$ cat src/rtl/jk_sched_pkg.sv
// Shared definitions for the JK bank scheduler: command opcodes, FSM states
// and the per-bit JK next-state rule.
package jk_sched_pkg;

    localparam logic [1:0] OP_HOLD = 2'b00;
    localparam logic [1:0] OP_CLR  = 2'b01;
    localparam logic [1:0] OP_SET  = 2'b10;
    localparam logic [1:0] OP_TGL  = 2'b11;

    typedef enum logic [1:0] {
        IDLE  = 2'd0,
        APPLY = 2'd1,
        ACK   = 2'd2
    } state_e;

    // The opcode encoding is {J,K}, so one rule serves both commands and flops.
    function automatic logic jk_next(input logic [1:0] jk, input logic q);
        case (jk)
            OP_HOLD: return q;
            OP_CLR:  return 1'b0;
            OP_SET:  return 1'b1;
            OP_TGL:  return ~q;
            default: return q;
        endcase
    endfunction

endpackage

$ cat src/rtl/jk_bank.sv
// Bank of WIDTH JK flip-flops, one jk_ff cell per bit, async active-low reset.
module jk_ff
    import jk_sched_pkg::*;
(
    input  logic clk,
    input  logic rst,
    input  logic j,
    input  logic k,
    output logic q
);

    logic q_q, q_d;

    always_comb q_d = jk_next({j, k}, q_q);

    always_ff @(posedge clk or negedge rst) begin
        if (!rst) q_q <= 1'b0;
        else      q_q <= q_d;
    end

    assign q = q_q;

endmodule

module jk_bank #(
    parameter int WIDTH = 6
) (
    input  logic             clk,
    input  logic             rst,
    input  logic [WIDTH-1:0] j,
    input  logic [WIDTH-1:0] k,
    output logic [WIDTH-1:0] q
);

    jk_ff u_ff [WIDTH-1:0] (
        .clk (clk),
        .rst (rst),
        .j   (j),
        .k   (k),
        .q   (q)
    );

endmodule

$ cat src/rtl/jk_bank_sched.sv
// Two-requester round-robin scheduler that applies one JK command per grant to
// a shared flip-flop bank: IDLE (arbitrate) -> APPLY (drive J/K) -> ACK.
module jk_bank_sched
    import jk_sched_pkg::*;
#(
    parameter int WIDTH = 6,
    parameter int IDXW  = 3
) (
    input  logic             clk,
    input  logic             rst,
    input  logic             req0_valid,
    input  logic [1:0]       req0_op,
    input  logic [IDXW-1:0]  req0_idx,
    output logic             req0_ready,
    input  logic             req1_valid,
    input  logic [1:0]       req1_op,
    input  logic [IDXW-1:0]  req1_idx,
    output logic             req1_ready,
    output logic [WIDTH-1:0] q,
    output logic             busy,
    output logic             grant,
    output logic             done,
    output logic             err
);

    typedef struct packed {
        logic [1:0]      op;
        logic [IDXW-1:0] idx;
    } cmd_t;

    localparam logic [IDXW:0] WIDTH_LIM = (IDXW + 1)'(WIDTH);

    state_e           state_q, state_d;
    cmd_t             cmd_q, cmd_d;
    logic             grant_q, grant_d;
    logic             ptr_q, ptr_d;
    logic             sel;
    logic             idx_oob;
    cmd_t             cmd0, cmd1;
    logic [WIDTH-1:0] j_vec, k_vec;

    assign cmd0    = {req0_op, req0_idx};
    assign cmd1    = {req1_op, req1_idx};
    assign idx_oob = {1'b0, cmd_q.idx} >= WIDTH_LIM;

    always_ff @(posedge clk or negedge rst) begin
        if (!rst) state_q <= IDLE;
        else      state_q <= state_d;
    end

    // grant_q doubles as the latched source id of the command in flight.
    always_ff @(posedge clk or negedge rst) begin
        if (!rst) begin
            cmd_q   <= '0;
            grant_q <= 1'b0;
            ptr_q   <= 1'b0;
        end else begin
            cmd_q   <= cmd_d;
            grant_q <= grant_d;
            ptr_q   <= ptr_d;
        end
    end

    always_comb begin
        state_d = state_q;
        cmd_d   = cmd_q;
        grant_d = grant_q;
        ptr_d   = ptr_q;
        sel     = (req0_valid && req1_valid) ? ptr_q : req1_valid;
        case (state_q)
            IDLE: begin
                if (req0_valid || req1_valid) begin
                    state_d = APPLY;
                    grant_d = sel;
                    cmd_d   = sel ? cmd1 : cmd0;
                end
            end
            APPLY: state_d = ACK;
            ACK: begin
                state_d = IDLE;
                ptr_d   = ~grant_q;
            end
            default: state_d = IDLE;
        endcase
    end

    // An out-of-range idx matches no bit, so the bank simply holds.
    always_comb begin
        j_vec      = '0;
        k_vec      = '0;
        req0_ready = 1'b0;
        req1_ready = 1'b0;
        done       = 1'b0;
        err        = 1'b0;
        busy       = (state_q != IDLE);
        case (state_q)
            APPLY: begin
                for (int i = 0; i < WIDTH; i++) begin
                    if (cmd_q.idx == IDXW'(i)) begin
                        j_vec[i] = cmd_q.op[1];
                        k_vec[i] = cmd_q.op[0];
                    end
                end
            end
            ACK: begin
                done       = 1'b1;
                err        = idx_oob;
                req0_ready = ~grant_q;
                req1_ready = grant_q;
            end
            default: ;
        endcase
    end

    assign grant = grant_q;

    jk_bank #(.WIDTH(WIDTH)) u_bank (
        .clk (clk),
        .rst (rst),
        .j   (j_vec),
        .k   (k_vec),
        .q   (q)
    );

endmodule

$ cat config.mk
export PLATFORM = sky130hd
export DESIGN_NAME = jk_bank_sched
export DESIGN_NICKNAME = d
export VERILOG_FILES = /design/src/rtl/jk_sched_pkg.sv /design/src/rtl/jk_bank.sv /design/src/rtl/jk_bank_sched.sv
export SDC_FILE = /design/constraint.sdc
export NUM_CORES = 1
export LEC_CHECK = 0
export BUFFER_PORTS_ARGS = -buffer_cell sky130_fd_sc_hd__buf_2
export CORE_ASPECT_RATIO = 0.7
export CORE_MARGIN = 2
export CORE_UTILIZATION = 30
export DETAILED_ROUTE_END_ITERATION = 10
export PLACE_DENSITY = 0.53
export SLEW_MARGIN = 20
export SYNTH_ARGS = -nofsm -noshare
export SYNTH_HDL_FRONTEND = slang
export SYNTH_SLANG_ARGS = --single-unit
$ cat constraint.sdc
create_clock -name clk -period 1.5 [get_ports clk]
set_input_delay 0.075 -clock clk [delete_from_list [all_inputs] [get_ports clk]]
set_output_delay 0.075 -clock clk [all_outputs]
set_load 0.05 [all_outputs]
# Word level (Yosys, flattened, before mapping)
# Cells that the tools add are included.
dict set report totals {
  input_bits 14
  elab_cells 85
  register_bits 15
  output_inout_bits 12
}
dict set report classes {
  order_cmp 1
  eq_ne 26
  muxes 28
  n_bitwise 7
  reduce_logical 12
}
# cell n
set ops {}
lappend ops {{== test 2 bit, second input constant} 13}
lappend ops {{one-hot mux 1 bit (3 select lines)} 6}
lappend ops {{2-to-1 mux 1 bit} 17}
lappend ops {{== test 2 x 1 -> 1 bit, second input constant} 7}
lappend ops {{zero test 2 bit} 7}
lappend ops {{2-to-1 mux 6 bit} 2}
lappend ops {{inverter 1 bit} 7}
lappend ops {{== test 3 x 2 -> 1 bit, second input constant} 2}
lappend ops {{== test 3 bit, second input constant} 2}
lappend ops {{2-to-1 mux 5 bit} 1}
lappend ops {{one-hot mux 2 bit (2 select lines)} 1}
lappend ops {{== test 3 x 1 -> 1 bit, second input constant} 1}
lappend ops {{greater-or-equal comparator 3 bit, second input constant} 1}
lappend ops {{zero test 3 bit} 1}
lappend ops {{2-to-1 mux 2 bit} 1}
lappend ops {{inequality test 2 bit, second input constant} 1}
lappend ops {{AND reduction 2 bit} 1}
lappend ops {{nonzero test 2 bit} 1}
lappend ops {{logical AND 1 bit} 1}
lappend ops {{logical OR 1 bit} 1}

# Longest topological paths before layout
dict set report logic_depth {
  word_depth 5
  depth_mapped 4
  depth_no_buf 4
}

# By module
# A second synthesis with hierarchy kept.
dict set report unflattened {
  cells_unflattened 85
  area_unflattened_um2 740.7
}
# module cells_each area_each_um2 instances seq_area_each_um2
set modules_own_cells {}
lappend modules_own_cells {jk_bank_sched 67 538.0 1 225.2}
lappend modules_own_cells {jk_ff 3 33.8 6 25.0}

# Least setup slack after synthesis
# OpenSTA, ideal clock, no wires.
dict set report synth_timing {
  path_type {register -> output}
  start {register state_q[1]}
  end {output req0_ready}
  path_slack_ps -330
  path_stages_with_launch 3
  n_path_buf 0
  required_ps 1425
  arrival_time_ps 1755
  path_cell_list {dfrtp_1 > and2b_1 > nor2b_1}
}
dict set report synth_between {
  elab_chain_cells 2
}
# element line
set synth_lines {}
lappend synth_lines {{from (decl)} jk_bank_sched.sv:33} ;# state_e state_q, state_d;
lappend synth_lines {{from (signal assigned)} jk_bank_sched.sv:48} ;# else state_q <= state_d;
lappend synth_lines {{== test 2 bit} jk_bank_sched.sv:96} ;# case (state_q)
lappend synth_lines {{2-to-1 mux 1 bit} jk_bank_sched.sv:96}
lappend synth_lines {{to (decl)} jk_bank_sched.sv:14} ;# output logic req0_ready,
# No other way between the ends.

# Final worst setup path
dict set report layout_timing {
  start {register state_q[1]}
  end {output req1_ready}
}
dict set report layout_between {
  elab_chain_cells 2
}
# element line
set layout_lines {}
lappend layout_lines {{== test 2 bit} jk_bank_sched.sv:96}
lappend layout_lines {{2-to-1 mux 1 bit} jk_bank_sched.sv:96}
lappend layout_lines {{to (decl)} jk_bank_sched.sv:18} ;# output logic req1_ready,
# No other way between the ends.

==> metrics <==
Cell variety after synth=22; initial antenna violation count=0; skew final=between 0.004 and 0.005 ns; Post-synth top flop=dfrtp_1; Max Clock Freq=approximately 700 MHz; Fin. Hold Viols=0; Synth top cells by count=dfrtp_1 (15), a31oi_1 (13), a21oi_1 (7); DR vias/cell=just under 5; Port Buffers=25; crit start category=flip-flop; leak pwr=0.441 nW; Net Count, Synth=91; Pins Over Slew Limit=0; share of the yosys chip area belonging to registers=0.476; Post-synth ARST share=1.00; Die X-Extent=around 65 um; DRC=0; Nets=between 100 and 150; number of diodes=0; Switch Pwr=about 1.2 mW; GP Congestion=approximately 0.7; top-count cell post-synth=dfrtp_1; CTS Sinks=15; RSZ-0062 raised after global routing=false; hold crit path type=in -> reg; Synth Instances=77; Post-synth EDFFs=0; Seq pwr share=0.358; Ys Warns=0; Slew headroom=0.778; initial core utilization=0.318; crit path time final=1.45 ns; Synth top area share=0.476; fin crit share=0.966; total power=between 2 and 2.5 mW; Clock Power Share=0.132; critical path required time=between 1 and 1.5 ns; Pint=around 1.2 mW; hpwl dp=~1300 um; CP endpoint kind=primary output; clock transition at the registers of the reported paths=0.06 ns; P&R area growth vs syn=25.6%; Die Height=around 47 um; Total Routing Usage GR=0.121; vias post-DR=about 670; CTS buffer count=3; dpl cells=approximately 130; Total Routed Length=around 1700 um; Worst-Margin Slew=between 0.3 and 0.4 ns; drt wl/cell=about 12 um; Setup CP Type=reg -> out; global route overflow=0; Max rail drop VDD=between 1000 and 1500 uV; setup violators final=0; Sw Share=0.507; worst-path fanout max=6; Antenna Violating Nets Remaining=0; initial DRC count=37; crit path DAT=around 1.4 ns; # IOs=26; Cell Rows=15; Power Dens Cells=2480 mW/mm2; area of the die=0.00306 mm2; status=complete, no violations; layout cells sized above 1=0.382; clk buf depth=2; Post-Place Worst Slack=0.249 ns; Post CTS Setup Buffer Count=0; CTS tree=built; number of fill cells=266; Post-Syn Area=between 700 and 800 um2; number of global-route vias before repair=590; drt pass-1 iters=6; post-layout instance count excluding filler cells=about 140; #FFs+latches synth=15; logic gate share of total power=0.510; MaxCap Viol Count=0; first-pass GRT wire length=roughly 2700 um; Fin Setup TNS=0 ns; Avg Cell Area, Syn=between 10 and 15 um2; largest net degree at the start of global routing=16; post-route setup slack=between 0.05 and 0.06 ns; dominant cell type by area after synthesis=dfrtp_1; worst skew pair latency=0.24 ns; Core ar.=0.00248 mm2; CTS HTree Levels=1; synth top area cells=dfrtp_1 (48%), a31oi_1 (10%), buf_4 (5.7%), a21oi_1 (4.4%), nor2b_1 (4.0%); root buffer cell=clkbuf_8
-- final timing paths --
kind | startpoint | endpoint | slack (ns) | cells after the start
setup / recovery | state_q[1]$_DFFE_PN0P_ | req1_ready | 0.05 | 3
hold / removal | req0_idx[1] | cmd_q[1]$_DFFE_PN0P_ | 0.11 | 3
setup reg to reg | cmd_q[2]$_DFFE_PN0P_ | u_bank.u_ff[3].q$_DFFE_PN0P_ | 0.26 | 3
hold reg to reg | u_bank.u_ff[1].q$_DFFE_PN0P_ | u_bank.u_ff[1].q$_DFFE_PN0P_ | 0.48 | 1
max in group asynchronous | rst | state_q[1]$_DFFE_PN0P_ | 0.97 | 2
min in group asynchronous | rst | u_bank.u_ff[2].q$_DFFE_PN0P_ | 0.26 | 2
-- area by class of cell --
type / instances / area, um2 / area share
Clock buffer: 4 / 45.0 / 0.0455
Sequential cell: 15 / 377 / 0.381
Inverter: 3 / 11.3 / 0.0114
Tap cell: 34 / 42.5 / 0.0430
Multi-Input combinational cell: 53 / 367 / 0.370
Timing Repair Buffer: 27 / 148 / 0.149
-- per-layer routing --
layer | wire length [um] | vias up | GRT usage
met5 | 0 | - | 0
met4 | 0 | 0 | 0.0375
met3 | 157 | 0 | 0.0528
met2 | 649 | 35 | 0.184
met1 | 848 | 300 | 0.158
li1 | - | 334 | -
-- power by group through the flow --
stage / registers (mW) / logic (mW) / clock network (mW)
floorplan: 0.864 / 1.07 / 0
global placement: 0.874 / 1.25 / 0
detailed placement: 0.885 / 1.25 / 0
CTS: 0.882 / 1.26 / 0.333
global route: 0.929 / 1.34 / 0.354
finish: 0.877 / 1.25 / 0.324
-- cells by family after synthesis --
kind of cell,synth area share
buffers and inverters,0.0714
AO/OA/AOI/OAI,0.217
flip-flops,0.476
AND/OR/NAND/NOR,0.235
-- sequential cells by signal, indices dropped and copies added (netlist names) --
name / cells
ptr_q: 1
state_q: 2
u_bank.u_ff.q: 6
grant: 1
cmd_q: 5
-- per-stage QoR --
step           hold slack (ns)  area, um2   util
6_report                 0.109        990  0.399
5_1_grt                  0.123        990  0.399
4_1_cts                  0.107        985  0.397
3_5_place_dp          0.000801        928  0.375
3_3_place_gp          -0.00158        928  0.375
2_1_floorplan           -0.221        798      -
-- timing repair --
item,CTS,global route
endpoints found under the setup margin,2,2
endpoints found under the hold margin,15,0
hold buffers,1,0
resized for setup,1,2
-- critical path, cell delays in order (launching register included) --
cell and delay [ns]:
dfrtp_2 0.47, and2b_2 0.25, and2_2 0.20, clkbuf_4 0.21
-- cells in the final DEF (no fill, tap or decap) --
cell type	n
nand3_1	5
nor2_1	3
a41oi_1	2
buf_2	23
nor2b_1	4
o21ai_0	6
and2_2	1
or2_2	1
a21oi_1	7
nor4b_4	1
and2b_2	1
dlygate4sd3_1	1
clkbuf_4	2
clkbuf_8	3
o31ai_1	1
inv_2	1
inv_1	2
dfrtp_1	14
a31oi_1	13
and2_1	1
clkbuf_1	1
nand2b_1	1
nor2_2	1
and4bb_1	1
and3_1	1
nor4bb_4	1
nor2b_4	1
nor2_4	1
buf_4	1
dfrtp_2	1
Power figures use the tool's default switching activity.
